[src/rtl/tow_match_controller.sv]
// Tug-of-war match sequencer: serve, play, round-end holdoff and match over.
// It turns the two player press pulses into single move pulses, detects
// round wins at the edge LEDs, keeps both scores and re-centres the field.
module tow_match_controller #(
  parameter int WIN_SCORE = 7,
  parameter int HOLDOFF   = 4
) (
  input  logic       clk,
  input  logic       reset,
  input  logic       start,
  input  logic       L,
  input  logic       R,
  input  logic       LED9,
  input  logic       LED1,
  output logic       move_l,
  output logic       move_r,
  output logic       field_reset,
  output logic       round_active,
  output logic [2:0] user_score,
  output logic [2:0] comp_score,
  output logic       match_over,
  output logic       winner
);

  // A holdoff of 1 still needs a 1-bit counter that simply stays at 0.
  localparam int         CW       = (HOLDOFF > 1) ? $clog2(HOLDOFF) : 1;
  localparam logic [CW-1:0] HOLD_LOAD = CW'(HOLDOFF - 1);
  localparam logic [2:0] WIN      = 3'(WIN_SCORE);

  typedef enum logic [2:0] {
    S_IDLE,
    S_SERVE,
    S_PLAY,
    S_ROUND_END,
    S_MATCH_OVER
  } state_t;

  state_t        state_reg, state_next;
  logic [2:0]    user_reg, user_next;
  logic [2:0]    comp_reg, comp_next;
  logic [CW-1:0] hold_cnt_reg, hold_cnt_next;
  logic          move_l_reg, move_l_next;
  logic          move_r_reg, move_r_next;
  logic          field_reset_reg, field_reset_next;

  // Only a press from exactly one player counts; a tie cancels both.
  logic l_only, r_only;
  assign l_only = L & ~R;
  assign r_only = R & ~L;

  // State, scores, holdoff counter and pulse outputs.
  always_ff @(posedge clk or negedge reset) begin
    if (!reset) begin
      state_reg       <= S_IDLE;
      user_reg        <= '0;
      comp_reg        <= '0;
      hold_cnt_reg    <= '0;
      move_l_reg      <= 1'b0;
      move_r_reg      <= 1'b0;
      field_reset_reg <= 1'b0;
    end else begin
      state_reg       <= state_next;
      user_reg        <= user_next;
      comp_reg        <= comp_next;
      hold_cnt_reg    <= hold_cnt_next;
      move_l_reg      <= move_l_next;
      move_r_reg      <= move_r_next;
      field_reset_reg <= field_reset_next;
    end
  end

  // Next-state, scoring and pulse generation; pulses default low so each
  // event produces exactly one cycle.
  always_comb begin
    state_next       = state_reg;
    user_next        = user_reg;
    comp_next        = comp_reg;
    hold_cnt_next    = hold_cnt_reg;
    move_l_next      = 1'b0;
    move_r_next      = 1'b0;
    field_reset_next = 1'b0;
    case (state_reg)
      S_IDLE, S_MATCH_OVER: begin
        if (start) begin
          state_next       = S_SERVE;
          user_next        = '0;
          comp_next        = '0;
          field_reset_next = 1'b1;
        end
      end
      S_SERVE: begin
        state_next = S_PLAY;
      end
      S_PLAY: begin
        if (l_only) begin
          if (LED9) begin
            comp_next     = comp_reg + 3'd1;
            hold_cnt_next = HOLD_LOAD;
            state_next    = S_ROUND_END;
          end else begin
            move_l_next = 1'b1;
          end
        end else if (r_only) begin
          if (LED1) begin
            user_next     = user_reg + 3'd1;
            hold_cnt_next = HOLD_LOAD;
            state_next    = S_ROUND_END;
          end else begin
            move_r_next = 1'b1;
          end
        end
      end
      S_ROUND_END: begin
        if (hold_cnt_reg == '0) begin
          if (user_reg == WIN || comp_reg == WIN) begin
            state_next = S_MATCH_OVER;
          end else begin
            state_next       = S_SERVE;
            field_reset_next = 1'b1;
          end
        end else begin
          hold_cnt_next = hold_cnt_reg - 1'b1;
        end
      end
      default: begin
        state_next = S_IDLE;
      end
    endcase
  end

  assign move_l       = move_l_reg;
  assign move_r       = move_r_reg;
  assign field_reset  = field_reset_reg;
  assign user_score   = user_reg;
  assign comp_score   = comp_reg;
  assign round_active = (state_reg == S_PLAY);
  assign match_over   = (state_reg == S_MATCH_OVER);
  assign winner       = match_over && (user_reg == WIN);

endmodule

[config.mk]
export PLATFORM = sky130hd
export DESIGN_NAME = tow_match_controller
export DESIGN_NICKNAME = d
export VERILOG_FILES = /design/src/rtl/tow_match_controller.sv
export SDC_FILE = /design/constraint.sdc
export NUM_CORES = 1
export LEC_CHECK = 0
export BUFFER_PORTS_ARGS = -buffer_cell sky130_fd_sc_hd__buf_2
export CAP_MARGIN = 20
export CORE_UTILIZATION = 50
export DETAILED_ROUTE_END_ITERATION = 10
export PLACE_DENSITY = 0.76
export SETUP_SLACK_MARGIN = 0.4
export SLEW_MARGIN = 0
export SYNTH_ARGS = -nofsm -noshare
export SYNTH_HDL_FRONTEND = slang
export SYNTH_SLANG_ARGS = --single-unit
[constraint.sdc]
create_clock -name clk -period 1.75 [get_ports clk]
set_input_delay 0.35 -clock clk [delete_from_list [all_inputs] [get_ports clk]]
set_output_delay 0.35 -clock clk [all_outputs]
set_load 0.02 [all_outputs]
## Word-level counts from Yosys, hierarchy flattened

Cells that the tools add are included.

| cells by class | value |
|---|---|
| bitwise operators | 4 |
| muxes and demuxes | 33 |
| eq/ne operators | 17 |
| add/sub/neg operators | 3 |
| reductions and logical operators | 11 |

Operators with widths:

| cell | number |
|---|---|
| 2-to-1 mux 3 bit | 13 |
| AND reduction 5 bit | 3 |
| != test 2 bit (second input constant) | 6 |
| one-hot mux 3 bit (2 select lines) | 2 |
| one-hot mux 3 bit (4 select lines) | 1 |
| 2-to-1 mux 1 bit | 10 |
| 2-to-1 mux 2 bit | 5 |
| equality test 3 bit (second input constant) | 3 |
| adder 3 x 1 -> 3 bit (second input constant) | 2 |
| equality test 3 x 2 -> 1 bit (second input constant) | 2 |
| != test 2 x 1 -> 1 bit (second input constant) | 2 |
| one-hot mux 2 bit (2 select lines) | 1 |
| AND reduction 4 bit | 1 |
| nonzero test 2 bit | 2 |
| equality test 3 x 1 -> 1 bit (second input constant) | 1 |
| logical NOT 3 bit | 1 |
| != test 3 x 1 -> 1 bit (second input constant) | 1 |
| != test 3 x 2 -> 1 bit (second input constant) | 1 |
| != test 3 bit (second input constant) | 1 |
| bitwise AND 1 bit | 2 |
| logical NOT 2 bit | 1 |
| NOT 1 bit | 2 |
| one-hot mux 1 bit (2 select lines) | 1 |
| OR reduction 2 bit | 1 |
| other kinds (3) | 3 |

| storage, ports and cells | value |
|---|---|
| bits in registers | 14 |
| bits of input ports | 7 |
| logic and storage cells | 75 |

## Logic depth before layout (Yosys ltp)

| logic depth | value |
|---|---|
| depth in word-level cells | 5 |
| mapped depth | 6 |
| mapped depth without buffers | 6 |

## Worst setup path after synthesis

No wires, ideal clock.

| timing | value |
|---|---|
| path kind | register -> output |
| start | register user_reg[0], in the netlist user_score[0] |
| end | output port winner |
| slack | 0.314 ns |
| buffers on the path | 0 |
| cell stages (with the launch flop) | 4 |
| arrival time | 1.086 ns |
| cells stage by stage | dfrtp_1 -> ha_1 -> ha_1 -> and3_1 |

| between the ends | value |
|---|---|
| longest elaborated chain between the ends | 2 |

RTL lines:

| element | RTL line | source |
|---|---|---|
| from (decl) | 39 | `logic [2:0] user_reg, user_next;` |
| from (signal assigned) | 63 | `user_reg <= user_next;` |
| equality test 3 bit | 138 | `assign winner = match_over && (user_reg == WIN);` |
| logical AND 1 bit | 138 |  |
| to (decl) | 22 | `output logic winner` |

Every way passes these cells.

## Worst setup path after layout

Ends and elaborated chain as after synthesis.

==> impl_table.tex <==
\begin{tabular}{lr}
\hline
Metric & Value \\
\hline
\multicolumn{2}{l}{\textbf{Pwr}} \\
\quad Power density over the cells & 1598 mW/mm\^{}2 \\
\quad Standby leakage power & 0.5686 nW \\
\quad Peak VDD IR & 0.0009976 V \\
\quad Pwr Total & 0.001781 W \\
\multicolumn{2}{l}{\textbf{Clock tree}} \\
\quad Clock Sink Count & 14 \\
\quad Clock transition at the register clock pins on the worst setup and hold paths after CTS & 0.09 ns \\
\quad Insertion delay to the later sink of the worst-skew pair & 0.29 ns \\
\quad Count of H-tree levels built during CTS & 1 \\
\quad Clock tree from TritonCTS & done \\
\quad Root buffer cell & clkbuf\_4 \\
\quad Number of buffers on the longest clock path & 2 \\
\quad Clock buffer count from CTS & 3 \\
\multicolumn{2}{l}{\textbf{STA}} \\
\quad Final critical delay including setup and external delays & 1.675 ns \\
\quad Minimum hold slack & 0.3047 ns \\
\quad Final worst-path cycle share & 95.74\% \\
\quad Setup violators final & 0 \\
\quad Remaining max-slew budget at the tightest pin & 75.40\% \\
\quad Max-slew violation total from the final report & 0 \\
\quad RSZ-0062 raised after global routing & yes \\
\quad Accumulated negative setup slack & 0 ns \\
\quad Slew at the pin closest to its max-slew limit & 0.3672 ns \\
\quad Final hold viol count & 0 \\
\quad Upper clock frequency limit & 0.5969 GHz \\
\quad Worst clock skew & 0.003688 ns \\
\multicolumn{2}{l}{\textbf{Synthesis}} \\
\quad Commonest cells in the netlist & 14 x dfrtp\_1, 11 x nand2\_1, 6 x inv\_1 \\
\quad Top cells by area in the synthesized netlist & dfrtp\_1 48\%, ha\_1 8.5\%, nand2\_1 5.6\% \\
\quad Share of flip-flops with an asynchronous set or reset & 100.0\% \\
\quad Area fraction of the dominant cell type after synthesis & 47.86\% \\
\quad Number of distinct standard cells referenced by the synthesized netlist & 26 \\
\quad Average cell area after synthesis & 10.46 um\^{}2 \\
\quad Post-Synthesis Net Count & 82 \\
\quad Library cell with the highest instance count after synthesis & dfrtp\_1 \\
\quad Warnings from Yosys & 0 \\
\quad Most instantiated flip-flop cell in the synthesis netlist & dfrtp\_1 \\
\quad Cell count after synthesis & 70 \\
\quad Cell area after synthesis & 732.0 um\^{}2 \\
\quad Post-synthesis sequential element count & 14 \\
\quad Sequential element share of the synthesized area & 47.86\% \\
\quad Library cell occupying the most area in the post-synthesis netlist & dfrtp\_1 \\
\quad Number of flops mapped to enable cells by yosys & 0 \\
\multicolumn{2}{l}{\textbf{GRT}} \\
\quad GRT Residual Overflow & 0 \\
\quad Maximum number of pins on one net before global-route repair & 15 \\
\quad Number of global-route vias before repair & 529 \\
\quad Global-route wire length before repair & 2387 um \\
\quad Global-route usage over all layers & 23.28\% \\
\quad Number of antenna violations at the first check in global routing & 0 \\
\multicolumn{2}{l}{\textbf{Die}} \\
\quad Top-level port count & 19 \\
\quad Die Span X & 40.26 um \\
\quad Num rows & 13 \\
\quad Overall die area & 0.001621 mm\^{}2 \\
\quad Effective utilization at floorplan & 54.88\% \\
\quad Core area & 0.001334 mm\^{}2 \\
\quad Vert. Die Dim & 40.26 um \\
\multicolumn{2}{l}{\textbf{Worst setup path}} \\
\quad Cell with the largest stage delay on the worst path & dfrtp\_2 \\
\quad Endpoint required time on the critical path & 1.40 ns \\
\quad Kind of end point of the critical path & output port \\
\quad Slowest cell delay on critical path & 0.45 ns \\
\quad Startpoint-to-endpoint class of the critical path & flip-flop to output port \\
\quad Data arrival time of the worst path & 1.33 ns \\
\quad Crit-path cells & ha\_4 > ha\_4 > and3\_4 > buf\_6 \\
\quad Cell repeated most along the worst path & ha\_4 \\
\quad Kind of start point of the critical path & flip-flop \\
\quad Cell family with most CP delay & flip-flops \\
\quad Crit-path max FO & 2 \\
\quad Number of buffers and inverters on the critical path & 1 \\
\multicolumn{2}{l}{\textbf{Detailed routing}} \\
\quad DRC violation total after the first TritonRoute iteration & 9 \\
\quad Total number of vias & 665 \\
\quad Remaining antenna violation count & 0 \\
\quad DRT Pass-1 Iters & 4 \\
\quad Post-Route WL & 1759 um \\
\quad Ratio of routed vias to standard cells & 5.363 \\
\quad DRC violations left & 0 \\
\quad Wire length per cell & 14.19 um \\
\multicolumn{2}{l}{\textbf{Placement}} \\
\quad DP HPWL & 969.4 um \\
\quad RD Place Congestion & 0.7281 \\
\quad Port buffer count & 18 \\
\quad Cell area after placement & 839.6 um\^{}2 \\
\multicolumn{2}{l}{\textbf{Outcome}} \\
\quad Result of the run & complete, no violations \\
\multicolumn{2}{l}{\textbf{Layout}} \\
\quad Number of nets in the layout & 122 \\
\quad Area added between synthesis and finish & 52.31\% \\
\quad Combined flip-flop and latch cell area & 352.8 um\^{}2 \\
\quad Number of antenna cells inserted & 0 \\
\quad Fillcell total & 76 \\
\quad Share of final-layout standard cells stronger than drive strength 1 & 53.21\% \\
\quad Area used by multi-input combinational logic & 414.1 um\^{}2 \\
\quad Fin area & 0.001115 mm\^{}2 \\
\multicolumn{2}{l}{\textbf{Worst hold path}} \\
\quad Worst min-delay path class & primary input to flip-flop \\
\multicolumn{2}{l}{\textbf{Flow run}} \\
\quad Max Cap Violations & 0 \\
\hline
\end{tabular}
==> stage by stage <==
stage	setup WS, ns	cells	util, %
floorplan	0.4076	70	-
global placement	0.2752	102	62.95
detailed placement	0.2346	102	62.95
CTS	0.09039	116	74.86
global route	0.04686	124	83.58
finish	0.07459	124	83.58
==> power by group <==
part / switching [W] / leakage, nW / internal (W)
clock: 0.000114 / 0.0210 / 0.000127
sequential: 0.000118 / 0.174 / 0.000446
combinational: 0.000498 / 0.374 / 0.000479
total: 0.000730 / 0.569 / 0.00105
==> area by class of cell <==
class | count | share of cell area, %
inverter | 6 | 2.020
timing repair buffer | 37 | 24.24
clock buffer | 4 | 3.255
sequential | 14 | 31.65
multi-input combinational | 48 | 37.15
tap | 15 | 1.684
==> path summary, 6_finish.rpt <==
check                      depth (start not counted)  slack, ns                      start                         to
max                                                4       0.07  user_score[0]$_DFFE_PN0P_                     winner
min reg2reg                                        1       0.51  comp_score[0]$_DFFE_PN0P_  comp_score[0]$_DFFE_PN0P_
max reg2reg                                        6       0.30  user_score[0]$_DFFE_PN0P_   state_reg[2]$_DFFE_PN0P_
min                                                2       0.30                      start   state_reg[2]$_DFFE_PN0P_
min in group asynchronous                          2       0.49                      reset   state_reg[0]$_DFFE_PN0P_
max in group asynchronous                          2       1.00                      reset  user_score[0]$_DFFE_PN0P_
==> logic make-up (layout without fill, tap and decap cells) <==
group	after synthesis	after routing	share of synthesized area (%)
buffers and inverters	8	47	5.641
muxes	2	2	3.418
adders and majority gates	5	5	8.547
AOI/OAI and AO/OA	14	14	12.82
and+or+nand+nor	27	27	21.71
DFF	14	14	47.86
==> layer usage <==
layer	GRT usage, %	share of wire [%]
met5	0	0
met4	10.83	1.1
met3	5.556	3.0
met2	38.31	52
met1	28.57	44
==> cell usage in the layout, fill, tap and decap left out, types with 3 or more instances in the layout <==
cell type,Yosys,layout
nand2_1,11,11
buf_2,0,13
clkbuf_4,0,3
buf_4,1,17
buf_6,1,6
dfrtp_1,14,12
inv_1,6,6
==> timing repair <==
action | 4_1_cts | 5_1_grt
pin swaps | 3 | 4
hold endpoints to repair | 14 | 0
setup endpoints to repair | 10 | 12
hold buffers | 1 | 0
resized for setup | 10 | 13
setup buffers | 9 | 8
Note: power is estimated with default switching activity, not from simulation.
